$ cat src/rtl/audio_pkg.sv
// Shared constants and helpers for the I2S audio transmit path.
package audio_pkg;

    localparam int AUDIO_WIDTH = 16;

    typedef enum logic {
        CHAN_LEFT  = 1'b0,
        CHAN_RIGHT = 1'b1
    } chan_e;

    function automatic int frame_len(input int width);
        return 2 * width;
    endfunction

    // Word select leads data by one bclk, so it flips one bit early.
    function automatic chan_e ws_for_bit(input int bit_idx, input int width);
        if (bit_idx >= width - 1 && bit_idx <= 2 * width - 2)
            return CHAN_RIGHT;
        return CHAN_LEFT;
    endfunction

endpackage

$ cat src/rtl/audio_bclk_divider.sv
// Free-running bit clock divider with a strobe on the clk edge where bclk falls.
module audio_bclk_divider
    import audio_pkg::*;
#(
    parameter int half_period = 1
) (
    input  logic clk,
    input  logic reset,
    output logic o_bclk,
    output logic o_fall
);

    localparam int cw = (half_period > 1) ? $clog2(half_period) : 1;

    logic [cw-1:0] div;
    logic          wrap;

    assign wrap   = (div == cw'(half_period - 1));
    assign o_fall = wrap && o_bclk;

    always_ff @(posedge clk or posedge reset) begin
        if (reset) begin
            div    <= '0;
            o_bclk <= 1'b0;
        end else if (wrap) begin
            div    <= '0;
            o_bclk <= ~o_bclk;
        end else begin
            div    <= div + 1'b1;
        end
    end

endmodule

$ cat src/rtl/audio_i2s_transmitter.sv
// I2S transmitter: one-entry stereo holding register feeding a frame shifter.
module audio_i2s_transmitter
    import audio_pkg::*;
#(
    parameter int audio_width      = AUDIO_WIDTH,
    parameter int bclk_half_period = 1
) (
    input  logic                   clk,
    input  logic                   reset,
    input  logic                   i_valid,
    output logic                   i_ready,
    input  logic [audio_width-1:0] i_left,
    input  logic [audio_width-1:0] i_right,
    output logic                   o_bclk,
    output logic                   o_lrclk,
    output logic                   o_sdata,
    output logic                   o_underrun
);

    localparam int fb    = frame_len(audio_width);
    localparam int cnt_w = $clog2(fb);

    logic [cnt_w-1:0] bit_cnt;
    logic [cnt_w-1:0] bit_nxt;
    logic [fb-1:0]    shreg;
    logic [fb-1:0]    hold;
    logic             full;
    logic             fall;
    logic             wrap;
    logic             load;
    logic             accept;
    chan_e            ws_nxt;

    audio_bclk_divider #(
        .half_period(bclk_half_period)
    ) u_div (
        .clk   (clk),
        .reset (reset),
        .o_bclk(o_bclk),
        .o_fall(fall)
    );

    assign i_ready = !full && !reset;
    assign accept  = i_valid && i_ready;
    assign wrap    = (bit_cnt == cnt_w'(fb - 1));
    assign load    = fall && wrap;
    assign bit_nxt = wrap ? '0 : bit_cnt + 1'b1;
    assign ws_nxt  = ws_for_bit(int'(bit_nxt), audio_width);

    // Accept never coincides with a load of a full register.
    always_ff @(posedge clk or posedge reset) begin
        if (reset) begin
            full <= 1'b0;
            hold <= '0;
        end else if (load && full) begin
            full <= 1'b0;
        end else if (accept) begin
            full <= 1'b1;
            hold <= {i_left, i_right};
        end
    end

    always_ff @(posedge clk or posedge reset) begin
        if (reset) begin
            bit_cnt    <= cnt_w'(fb - 1);
            shreg      <= '0;
            o_sdata    <= 1'b0;
            o_lrclk    <= 1'b0;
            o_underrun <= 1'b0;
        end else begin
            o_underrun <= 1'b0;
            if (fall) begin
                bit_cnt <= bit_nxt;
                o_lrclk <= ws_nxt;
                if (wrap) begin
                    if (full) begin
                        shreg   <= hold;
                        o_sdata <= hold[fb-1];
                    end else begin
                        shreg      <= '0;
                        o_sdata    <= 1'b0;
                        o_underrun <= 1'b1;
                    end
                end else begin
                    shreg   <= {shreg[fb-2:0], 1'b0};
                    o_sdata <= shreg[fb-2];
                end
            end
        end
    end

endmodule

$ cat config.mk
export PLATFORM = sky130hd
export DESIGN_NAME = audio_i2s_transmitter
export DESIGN_NICKNAME = d
export VERILOG_FILES = /design/src/rtl/audio_pkg.sv /design/src/rtl/audio_bclk_divider.sv /design/src/rtl/audio_i2s_transmitter.sv
export SDC_FILE = /design/constraint.sdc
export NUM_CORES = 1
export LEC_CHECK = 0
export BUFFER_PORTS_ARGS = -buffer_cell sky130_fd_sc_hd__buf_2
export CORE_ASPECT_RATIO = 0.9
export CORE_MARGIN = 5
export CORE_UTILIZATION = 52
export CTS_CLUSTER_DIAMETER = 40
export CTS_CLUSTER_SIZE = 12
export DETAILED_ROUTE_END_ITERATION = 8
export HOLD_SLACK_MARGIN = 0.12
export PLACE_DENSITY = 0.75
export SYNTH_ARGS = -nofsm -noshare
export SYNTH_HDL_FRONTEND = slang
export SYNTH_SLANG_ARGS = --single-unit
$ cat constraint.sdc
create_clock -name clk -period 2.31 [get_ports clk]
set_input_delay 0.462 -clock clk [delete_from_list [all_inputs] [get_ports clk]]
set_output_delay 0.462 -clock clk [all_outputs]
set_load 0.005 [all_outputs]
==> out/results.txt <==
Row Count - 27
Max-cap viol count - 0
Worst skew pair latency - 0.35 ns
Synth-to-layout area growth - 13.40%
Crit path max fanout - 74
Top post-synthesis cells by area - dfrtp_1 51%, mux2_4 13%, a31oi_1 5.8%
Initial Util - 0.5406
Synth cell types - 35
Status - complete, no violations
GR Overflow Total - 0
Die height - 86.06 µm
FMAX - 513.6 MHz
Initial DRC Count - 148
Total die area - 8133 µm²
CTS tree - yes
Syn. warnings - 0
Die W - 94.51 µm
Post-synth ARST share - 1.000
Num Clock Sinks - 73
Max VDD drop - 0.0005297 V
CP Data Arrival Time - 1.49 ns
Worst-path clk slew - 0.08 ns
Worst reg-to-reg path cell count - 6
Drt total wl - 5922 µm
DR vias - 2180
Reg-to-Reg End - shreg[12]
CTS resizes - 0
Routed Antenna Nets - 0
Post-Syn Nets - 334
Post-synth EDFFs - 0
Final core utilization - 0.6130
CTS HTree Levels - 3
Root buffer cell - clkbuf_8
Post-Syn Instances - 296
Synth cell count leaders - 68 x dfrtp_1, 34 x nand2_1, 34 x nand3_1, 34 x nor2_1, 31 x a31oi_1
Largest net degree at the start of global routing - 75
Min Tclk post-route - 1.947 ns
Setup_tns - 0 ns
Hold WS - 0.1764 ns
First-pass GRT wire length - 10470 µm
Fin crit share - 0.8429
Most common cell in the synthesized netlist - dfrtp_1
Post-layout instance area - 3790 µm²
Pre-CTS setup slack - 0.4020 ns
FF+latch count, synth - 73
CP Launch Type - register
Synth area leader - dfrtp_1
I/O Pins - 40
Reg-to-reg critical path startpoint - bit_cnt[0]
Clk buf depth - 2
Initial antenna violation count - 0
Total track usage - 0.1654
Min setup slack post-route - 0.3628 ns
Dpl cell area - 3547 µm²
CP endpoint kind - output port
Drt pass-1 iters - 4
Post-synthesis sequential area ratio - 0.5485
Synth Flop Type - dfrtp_1
Final Hold Viols - 0
Hold crit path type - input pin to asynchronous set/reset pin
Crit path kind - register to output port
RSZ-0062 raised after global routing - false
Vias per cell - 5.190
Antenna fix cells - 0
Core box area - 6182 µm²
Reg2reg setup slack - 0.38 ns
Final Slew Violations - 0
Synth Cell Area - 3342 µm²
Share of layout cells above drive strength 1 - 0.3093
Final setup viols - 0
Port bufs - 39
Worst Clk Skew - 0.006746 ns
Hpwl dp - 3667 µm
Worst Tran Pin Value - 0.6673 ns
Num CTS Buffers - 9
Pwr Density - 916.7 nW/µm²
Slew headroom - 0.5552
Final Wtd Congestion - 0.7150
Vias in the first global route - 2263
Fillcell total - 510
Post-CTS Setup Bufs - 0
DRC violations left - 0
P_leak - 0.001755 µW
Mapped Avg Cell Area - 11.29 µm²
Worst Path Required - 1.85 ns
Synth top area share - 0.5092
Post-CTS Hold Buffers - 0
Wire length per cell - 14.10 µm
# nets final - 366
-- metal layers --
metal	part of all wire	vias up	track usage
met5	0	-	0
met4	0.011	0	0.05111
met3	0.049	5	0.06316
met2	0.46	42	0.2487
met1	0.48	1044	0.2223
li1	-	1089	-
-- per-stage QoR --
stage          power, µW  instances
2_1_floorplan       2177        296
5_1_grt             3648        420
3_3_place_gp        2292        404
6_report            3474        420
4_1_cts             3519        420
3_5_place_dp        2305        404
-- power breakdown --
part           internal, µW  total (µW)  switching [µW]  leakage [µW]
registers              1570        1740             178      0.000920
clock network           716        1190             475      0.000115
logic                   388         538             150      0.000720
-- worst max-delay path, cell delays in order, from the launching register on --
cell	delay (ns)
dfrtp_2	0.36
buf_4	0.53
buf_2	0.23
-- worst max-delay path by stage --
stage | from | end | slack [ns]
3_3_place_gp | bit_cnt[0] | shreg[5] | 0.48
2_1_floorplan | reset | full | 0.003
4_1_cts | u_div.o_bclk | o_bclk | 0.34
6_report | u_div.o_bclk | o_bclk | 0.36
3_5_place_dp | bit_cnt[0] | shreg[12] | 0.40
5_1_grt | u_div.o_bclk | o_bclk | 0.23
-- registers in the layout, indices dropped and copies added (netlist names) --
name and cells:
u_div.o_bclk 1, o_sdata 1, o_underrun 1, bit_cnt 5, shreg 31, full 1
o_lrclk 1, hold 32
-- layout by cell type, fill, tap and decap left out, types with 3 or more instances in the layout --
cell type  count
a21oi_1        4
nand2_1       34
ha_1           3
a31oi_1       31
dfstp_2        5
mux2_1         3
bufinv_16      3
dfrtp_1       67
inv_1          3
buf_2         39
nand4_1        3
clkbuf_8       9
nor2_1        34
xnor2_1        3
mux2_4        29
buf_4          4
nand3_1       34
-- cell families after synthesis --
family | share of synthesized area
simple gates | 0.1524
fa+ha+maj | 0.01123
flops | 0.5485
buf+inv | 0.05653
compound gates | 0.08012
mux | 0.1434
xor+xnor | 0.007864
-- final cells by class --
cell class	count	area (µm²)	share of cell area
clock buffer	9	123.9	0.03268
clock inverter	7	118.9	0.03136
inverter	5	18.77	0.004952
multi-input combinational	194	1320	0.3483
sequential	73	1834	0.4840
tap	87	108.9	0.02872
timing repair buffer	45	265.3	0.06999
(Power assumes the default switching activity.)
